===== src/rtl/multi_cycle_data_path.sv =====
// ============================================================================
// Module   : multi_cycle_data_path
// Brief    : Multi-cycle MIPS-style datapath (PC/IR/MDR/A/B/ALUOut, regfile,
//            ALU) with a memory ready/stall handshake.
// Revision : 1.0 - initial release
// ============================================================================
`default_nettype none

module multi_cycle_data_path #(
    parameter int              DATA_W   = 32,
    parameter int              NUM_REGS = 32,
    parameter logic [DATA_W-1:0] RESET_PC = '0
) (
    input  logic              clk,
    input  logic              rst,
    input  logic              PCWrite,
    input  logic              PCWriteCond,
    input  logic              IorD,
    input  logic              MemRead,
    input  logic              MemWrite,
    input  logic              IRWrite,
    input  logic              RegDst,
    input  logic              MemtoReg,
    input  logic              RegWrite,
    input  logic              ALUSrcA,
    input  logic [1:0]        ALUSrcB,
    input  logic [1:0]        PCSource,
    input  logic [2:0]        ALU_Control,
    input  logic [DATA_W-1:0] mem_rdata,
    input  logic              mem_ready,
    output logic [DATA_W-1:0] mem_addr,
    output logic [DATA_W-1:0] mem_wdata,
    output logic              mem_rd,
    output logic              mem_wr,
    output logic              stall,
    output logic [DATA_W-1:0] PC_out,
    output logic [31:0]       inst_out,
    output logic [DATA_W-1:0] ALU_out,
    output logic              zero
);

    localparam int c_RA_W = $clog2(NUM_REGS);

    localparam logic [2:0] c_OP_AND = 3'b000;
    localparam logic [2:0] c_OP_OR  = 3'b001;
    localparam logic [2:0] c_OP_ADD = 3'b010;
    localparam logic [2:0] c_OP_XOR = 3'b011;
    localparam logic [2:0] c_OP_NOR = 3'b100;
    localparam logic [2:0] c_OP_LUI = 3'b101;
    localparam logic [2:0] c_OP_SUB = 3'b110;
    localparam logic [2:0] c_OP_SLT = 3'b111;

    logic [DATA_W-1:0] r_pc;
    logic [31:0]       r_ir;
    logic [DATA_W-1:0] r_mdr;
    logic [DATA_W-1:0] r_a;
    logic [DATA_W-1:0] r_b;
    logic [DATA_W-1:0] r_alu_out;
    logic [DATA_W-1:0] r_regs [NUM_REGS];

    logic [c_RA_W-1:0] w_rs;
    logic [c_RA_W-1:0] w_rt;
    logic [c_RA_W-1:0] w_rd;
    logic [c_RA_W-1:0] w_dst;
    logic [DATA_W-1:0] w_wdata;
    logic [DATA_W-1:0] w_imm;
    logic [DATA_W-1:0] w_jump;
    logic [DATA_W-1:0] w_alu_a;
    logic [DATA_W-1:0] w_alu_b;
    logic [DATA_W-1:0] w_alu_res;
    logic [DATA_W-1:0] w_pc_next;
    logic              w_zero;
    logic              w_pc_en;
    logic              w_stall;

    assign w_rs    = r_ir[21 +: c_RA_W];
    assign w_rt    = r_ir[16 +: c_RA_W];
    assign w_rd    = r_ir[11 +: c_RA_W];
    assign w_dst   = RegDst ? w_rd : w_rt;
    assign w_wdata = MemtoReg ? r_mdr : r_alu_out;
    assign w_imm   = {{(DATA_W-16){r_ir[15]}}, r_ir[15:0]};
    assign w_jump  = {r_pc[DATA_W-1:28], r_ir[25:0], 2'b00};

    // Stall is forced low in reset so a pending access cannot leak through.
    assign w_stall = rst & (MemRead | MemWrite) & ~mem_ready;

    assign w_alu_a = ALUSrcA ? r_a : r_pc;

    always_comb begin
        w_alu_b = r_b;
        case (ALUSrcB)
            2'b00:   w_alu_b = r_b;
            2'b01:   w_alu_b = DATA_W'(4);
            2'b10:   w_alu_b = w_imm;
            default: w_alu_b = w_imm << 2;
        endcase
    end

    always_comb begin
        w_alu_res = '0;
        case (ALU_Control)
            c_OP_AND: w_alu_res = w_alu_a & w_alu_b;
            c_OP_OR:  w_alu_res = w_alu_a | w_alu_b;
            c_OP_ADD: w_alu_res = w_alu_a + w_alu_b;
            c_OP_XOR: w_alu_res = w_alu_a ^ w_alu_b;
            c_OP_NOR: w_alu_res = ~(w_alu_a | w_alu_b);
            c_OP_LUI: w_alu_res = w_alu_b << 16;
            c_OP_SUB: w_alu_res = w_alu_a - w_alu_b;
            c_OP_SLT: w_alu_res = {{(DATA_W-1){1'b0}},
                                   ($signed(w_alu_a) < $signed(w_alu_b))};
            default:  w_alu_res = '0;
        endcase
    end

    assign w_zero = (w_alu_res == '0);

    always_comb begin
        w_pc_next = w_alu_res;
        case (PCSource)
            2'b00:   w_pc_next = w_alu_res;
            2'b01:   w_pc_next = r_alu_out;
            2'b10:   w_pc_next = w_jump;
            default: w_pc_next = w_alu_res;
        endcase
    end

    assign w_pc_en = PCWrite | (PCWriteCond & w_zero);

    always_ff @(posedge clk or negedge rst) begin
        if (!rst) begin
            r_pc      <= RESET_PC;
            r_ir      <= '0;
            r_mdr     <= '0;
            r_a       <= '0;
            r_b       <= '0;
            r_alu_out <= '0;
            for (int i = 0; i < NUM_REGS; i++) begin
                r_regs[i] <= '0;
            end
        end else if (!w_stall) begin
            // A/B capture pre-write contents when the same register is written.
            r_a       <= r_regs[w_rs];
            r_b       <= r_regs[w_rt];
            r_alu_out <= w_alu_res;
            if (MemRead) begin
                r_mdr <= mem_rdata;
            end
            if (IRWrite) begin
                r_ir <= mem_rdata[31:0];
            end
            if (w_pc_en) begin
                r_pc <= w_pc_next;
            end
            if (RegWrite && (w_dst != '0)) begin
                r_regs[w_dst] <= w_wdata;
            end
        end
    end

    assign mem_addr  = IorD ? r_alu_out : r_pc;
    assign mem_wdata = r_b;
    assign mem_rd    = MemRead;
    assign mem_wr    = MemWrite;
    assign stall     = w_stall;
    assign PC_out    = r_pc;
    assign inst_out  = r_ir;
    assign ALU_out   = r_alu_out;
    assign zero      = w_zero;

endmodule

`default_nettype wire


===== config.mk =====
export PLATFORM = sky130hd
export DESIGN_NAME = multi_cycle_data_path
export DESIGN_NICKNAME = d
export VERILOG_FILES = /design/src/rtl/multi_cycle_data_path.sv
export SDC_FILE = /design/constraint.sdc
export NUM_CORES = 2
export LEC_CHECK = 0
export CAP_MARGIN = 20
export CORE_MARGIN = 3
export CORE_UTILIZATION = 60
export CTS_CLUSTER_DIAMETER = 40
export DETAILED_ROUTE_END_ITERATION = 8
export PLACE_DENSITY = 0.78
export SLEW_MARGIN = 30
export SYNTH_ARGS = -nofsm -noshare
export SYNTH_HDL_FRONTEND = slang
export SYNTH_SLANG_ARGS = --single-unit

===== constraint.sdc =====
create_clock -name clk -period 8.3 [get_ports clk]
set_clock_uncertainty 0.05 [all_clocks]
set_input_delay 1.66 -clock clk [delete_from_list [all_inputs] [get_ports clk]]
set_output_delay 1.66 -clock clk [all_outputs]
set_load 0.02 [all_outputs]

# Yosys cells after proc, flatten, opt, wreduce, memory -nomap -nowiden
# Cells that the tools add are included.
[word_totals] regBits=1216 output_inout_bits=164 word_cells=99
[classes] n_eq_ne=11 n_lt_le_gt_ge=5 addsub=2 reduce_logical=11 muxes=16 n_bitwise=15
[op_table] cell="1024-bit bitwise mux" count=1
[op_table] cell="32-bit binary-select mux with 5-bit select" count=2
[op_table] cell="32-bit 2-to-1 mux" count=8
[op_table] cell="32-bit one-hot mux with 8 select lines" count=1
[op_table] cell="32-bit demux with 5-bit select" count=1
[op_table] cell="32-bit one-hot mux with 3 select lines" count=1
[op_table] cell="32-bit one-hot mux with 2 select lines" count=1
[op_table] cell="32-bit adder" count=1
[op_table] cell="32-bit AND" count=1
[op_table] cell="32-bit zero test" count=1
[op_table] cell="32-bit < comparator" count=1
[op_table] cell="32-bit NOT" count=1
[op_table] cell="32-bit OR" count=1
[op_table] cell="32-bit subtractor" count=1
[op_table] cell="32-bit bitwise XOR" count=1
[op_table] cell="6-bit greater-or-equal comparator (second input constant)" count=3
[op_table] cell="5-bit NOT with 6-bit output" count=3
[op_table] cell="3-bit == test (second input constant)" count=4
[op_table] cell="2-bit AND reduction" count=4
[op_table] cell="3-bit by 2-bit == test with 1-bit output (second input constant)" count=2
[op_table] cell="6-bit by 1-bit < comparator with 1-bit output (second input constant)" count=1
[op_table] cell="5-bit 2-to-1 mux" count=1
[op_table] cell="5-bit nonzero test" count=1
[op_table] cell="2-bit by 1-bit == test with 1-bit output (second input constant)" count=2
[op_table] cell="9 further kinds" count=16

# Logic depth before layout (Yosys ltp)
[depth] depth_word=9 mapped_depth=22 ltp_nobuf=17

# Worst setup path before layout
# Ideal clock, no wire load.
[synth_timing] kind="in2out" start="input ALUSrcA" end="output zero" t_required_ns=6.590 arrival_ns=5.472 setup_slack_ns=1.118 n_path_buf=3 cell_stages=16 cell_sequence="clkbuf_1 -> clkbuf_1 -> mux2i_1 -> inv_1 -> ha_1 -> buf_6 -> nor2_1 -> a211oi_1 -> a21oi_2 -> o311ai_1 -> a31oi_1 -> xnor2_1 -> a221oi_1 -> nand4b_1 -> a2111oi_2 -> and3_1"
[synth_via] elab_chain_len=5
[synth_rtl] element="start: declaration" line="25" rtl="input logic ALUSrcA,"
[synth_rtl] element="32-bit 2-to-1 mux *" line="87" rtl="assign w_alu_a = ALUSrcA ? r_a : r_pc;"
[synth_rtl] element="branches (longest 2 deep; another with 32-bit subtractor)"
[synth_rtl] element="32-bit one-hot mux with 8 select lines *" line="101" rtl="case (ALU_Control)"
[synth_rtl] element="32-bit zero test *" line="115" rtl="assign w_zero = (w_alu_res == '0);"
[synth_rtl] element="end: declaration" line="39" rtl="output logic zero"
# Mark *: on every way between the ends.

# Final worst setup path
[layout_timing] start="input ALUSrcB[1]" end="output zero"
[layout_via] elab_chain_len=6
[layout_rtl] element="start: declaration" line="26" rtl="input logic [1:0] ALUSrcB,"
[layout_rtl] element="2-bit == test, or another cell as far along" line="91" rtl="case (ALUSrcB)"
[layout_rtl] element="32-bit one-hot mux with 3 select lines *" line="91"
[layout_rtl] element="branches (longest 2 deep; another with 32-bit subtractor)"
[layout_rtl] element="32-bit one-hot mux with 8 select lines *" line="101"
[layout_rtl] element="32-bit zero test *" line="115"
# Marks and branches as above.

==> impl_metrics.json <==
{
  "crit_path_frequent_cell": "buf_4",
  "final_util": 0.718,
  "cts_tree": "done",
  "rsz0062_at_grt": "false",
  "slowest_stage": "a211o_1",
  "synthTopCellsByCount": "dfrtp_1, nor2_1, a21oi_1, mux4_2, clkbuf_1",
  "gp_congestion": 1.04,
  "row_count": 122,
  "synth_top_area_cell": "dfrtp_1",
  "synth_cell_types": 102,
  "syn_area_per_cell_um2": 11.1,
  "clock_path_buffers": 3,
  "cts_hold_buf": 0,
  "grt_pass1_vias": 58200,
  "crit_buf_inv": 10,
  "drv_cap": 0,
  "r2r-start": "mem_wdata[0]",
  "via_per_inst": 7.10,
  "clock_latency_ns": 0.78,
  "core_um2": 111000,
  "h-tree-depth": 4,
  "regToRegEndpoint": "PC_out[2]",
  "path_cells": "clkdlybuf4s50_1 > buf_4 > buf_4 > mux2i_1 > or2_2 > buf_4 > inv_1 > ha_1 > nor2_1 > a211o_1 > buf_4 > a2111oi_2 > buf_4 > o31a_1 > mux2i_1 > o32ai_1 > buf_4 > a21boi_0 > nand4bb_1 > nor3_2 > buf_4 > and3_1 > buf_2",
  "antenna_found_initial": 16,
  "min_path_type": "reg2reg",
  "num_vias": 56900,
  "syn_inst": 6083,
  "synth_edf_count": 0,
  "hp-start": "r_regs[996]",
  "grt.overflow.total": 0,
  "grt_usage": 0.433,
  "drive_above_1_share": 0.272,
  "wirelength_um": 252000,
  "min_to": "r_regs[996]",
  "synth_top_flop_cell": "dfrtp_1",
  "dp_hpwl_um": 159000,
  "cts.clk_slew.worst_paths_ns": 0.06,
  "max_freq_ghz": 0.124,
  "r2r_cells": 21,
  "min_period_ns": 8.04,
  "yosys.area.top_type_share": 0.451,
  "critical-path-max-stage-delay_ns": 0.41,
  "fp.dieH_um": 341,
  "p_leak_uw": 0.0336,
  "synth_seq_cells": 1216,
  "critPathTopFamily": "buffers and inverters",
  "grt_pass1_wl_um": 371000,
  "max_slew_margin": 0.238,
  "final_max_slew_viol_count": 0,
  "die_w_um": 341,
  "fp.dieArea_um2": 116000,
  "critPathMaxFanout": 6,
  "post_drt_wl_per_cell_um": 31.5,
  "required_ns": 6.59,
  "drt-initial-drc-count": 8000,
  "status": "finished, final reports clean",
  "fin_area_um2": 79800,
  "cts_sinks": 1216,
  "synth.net_count": 6240,
  "postPlaceCellArea_um2": 74000,
  "worst_ir_drop_vdd_v": 0.000242,
  "drt_pass1_iterations": 6,
  "ctsRootBufferMaster": "clkbuf_16",
  "syn_area_um2": 67500,
  "yosysSeqAreaShare": 0.451,
  "fin_crit_sh": 0.968,
  "layout.nets": 6554,
  "n_fill_cell": 7329,
  "synthArstFlopShare": 1.00,
  "crit_type": "in2out",
  "cp.arrival_ns": 6.33,
  "numCtsBuffers": 153,
  "holdWs_ns": 0.348,
  "port_buffers": 215,
  "worstSetupEndpointType": "output port",
  "grt_max_degree": 178,
  "timing.final.hold_violations": 0,
  "rrSetupSlack_ns": 2.44,
  "design.portCount": 216,
  "syn_to_final_growth_pct": 18.3,
  "drc": 0,
  "antenna_left": 0,
  "start_kind": "input port",
  "hold_depth": 0,
  "yosys_warnings": 0,
  "setup-violations-final": 0,
  "start_util": 0.607,
  "synth_most_common_cell": "dfrtp_1",
  "netlist_top_cells_area": "dfrtp_1, mux4_2, a21oi_1",
  "power_density_nw_per_um2": 405,
  "worstMarginPinSlew_ns": 1.14
}
[cells by family after synthesis]
kind of cell	count (synthesis)	share of synthesized area
AOI/OAI and AO/OA	1549	0.130
xor gates and xnor gates	7	0.000909
adders and majority gates	105	0.0197
buffers and inverters	702	0.0412
DFF	1216	0.451
muxes	937	0.262
and+or+nand+nor	1567	0.0948
[layout make-up]
type                            count  area, um2  share of cell area
Multi-Input combinational cell   4165      34800               0.436
Sequential cell                  1216      30500               0.382
Timing Repair Buffer              758       6940              0.0870
Clock buffer                      199       4250              0.0533
Tap cell                         1488       1860              0.0233
Clock inverter                     82       1090              0.0137
Inverter                          103        392             0.00491
Antenna cell                        2       5.00           0.0000627
[through the flow]
step | power (uW) | cells | setup TNS, ns | worst slack [ns]
6_report | 32300 | 8013 | 0 | 0.263
5_1_grt | 33700 | 8011 | 0 | 0.0786
4_1_cts | 31800 | 8001 | 0 | 0.0298
3_5_place_dp | 24500 | 7716 | -0.389 | -0.389
3_3_place_gp | 23900 | 7701 | -0.413 | -0.413
2_1_floorplan | 19000 | 6083 | 0 | 1.12
[cell usage in the layout, fill, tap and decap left out, drive strengths merged, types with 9 or more instances in the layout]
cell type      count
inv              125
nand3             27
o31ai             18
nor2            1160
buf              549
and3              13
clkinvlp          11
bufinv            16
or2                9
mux2i            127
o21ai            149
nor2b             18
ha               103
clkinv            33
a221oi            25
o211ai            17
a21oi           1115
nand2            227
o22ai             10
a22o              11
mux4             641
a31oi             14
o32ai              9
nand4             12
clkbuf           199
a211oi            19
a21o              26
nor4              25
clkdlybuf4s50    208
nor3              34
mux2             169
dfrtp           1216
o21a              11
o221ai            10
a22oi             28
a2111oi           12
[power breakdown]
part           internal [uW]  switching, uW
Clock                   4180           2800
Sequential              8690           2790
Combinational           6950           6920
Total                  19800          12500
[flip-flops by register name, indices dropped and copies added (netlist names)]
register	cells
r_mdr	32
PC_out	32
r_a	32
mem_wdata	32
ALU_out	32
inst_out	32
r_regs	1024
[metal layers]
metal	global-route usage	vias up	routed length [um]
met5	0	-	77
met4	0.253	12	17100
met3	0.152	1192	34700
met2	0.648	4475	114000
met1	0.550	28400	86800
li1	-	22900	-
[repair_timing]
action                                  in CTS  in global routing
setup buffers                                4                  0
cloned                                       0                  0
endpoints found under the hold margin        0                  0
pin swaps                                    3                  4
resized for setup                            9                 21
endpoints found under the setup margin       1                  1
[worst max-delay path by stage]
stage                end  slack [ns]  depth (start not counted)  startpoint
detailed placement  zero       -0.39                         21  ALUSrcB[1]
finish              zero        0.26                         23  ALUSrcB[1]
CTS                 zero        0.03                         23  ALUSrcB[0]
global placement    zero       -0.41                         19  ALUSrcB[0]
global route        zero        0.08                         23  ALUSrcB[1]
floorplan           zero        1.12                         16     ALUSrcA
Power figures use the tool's default switching activity.
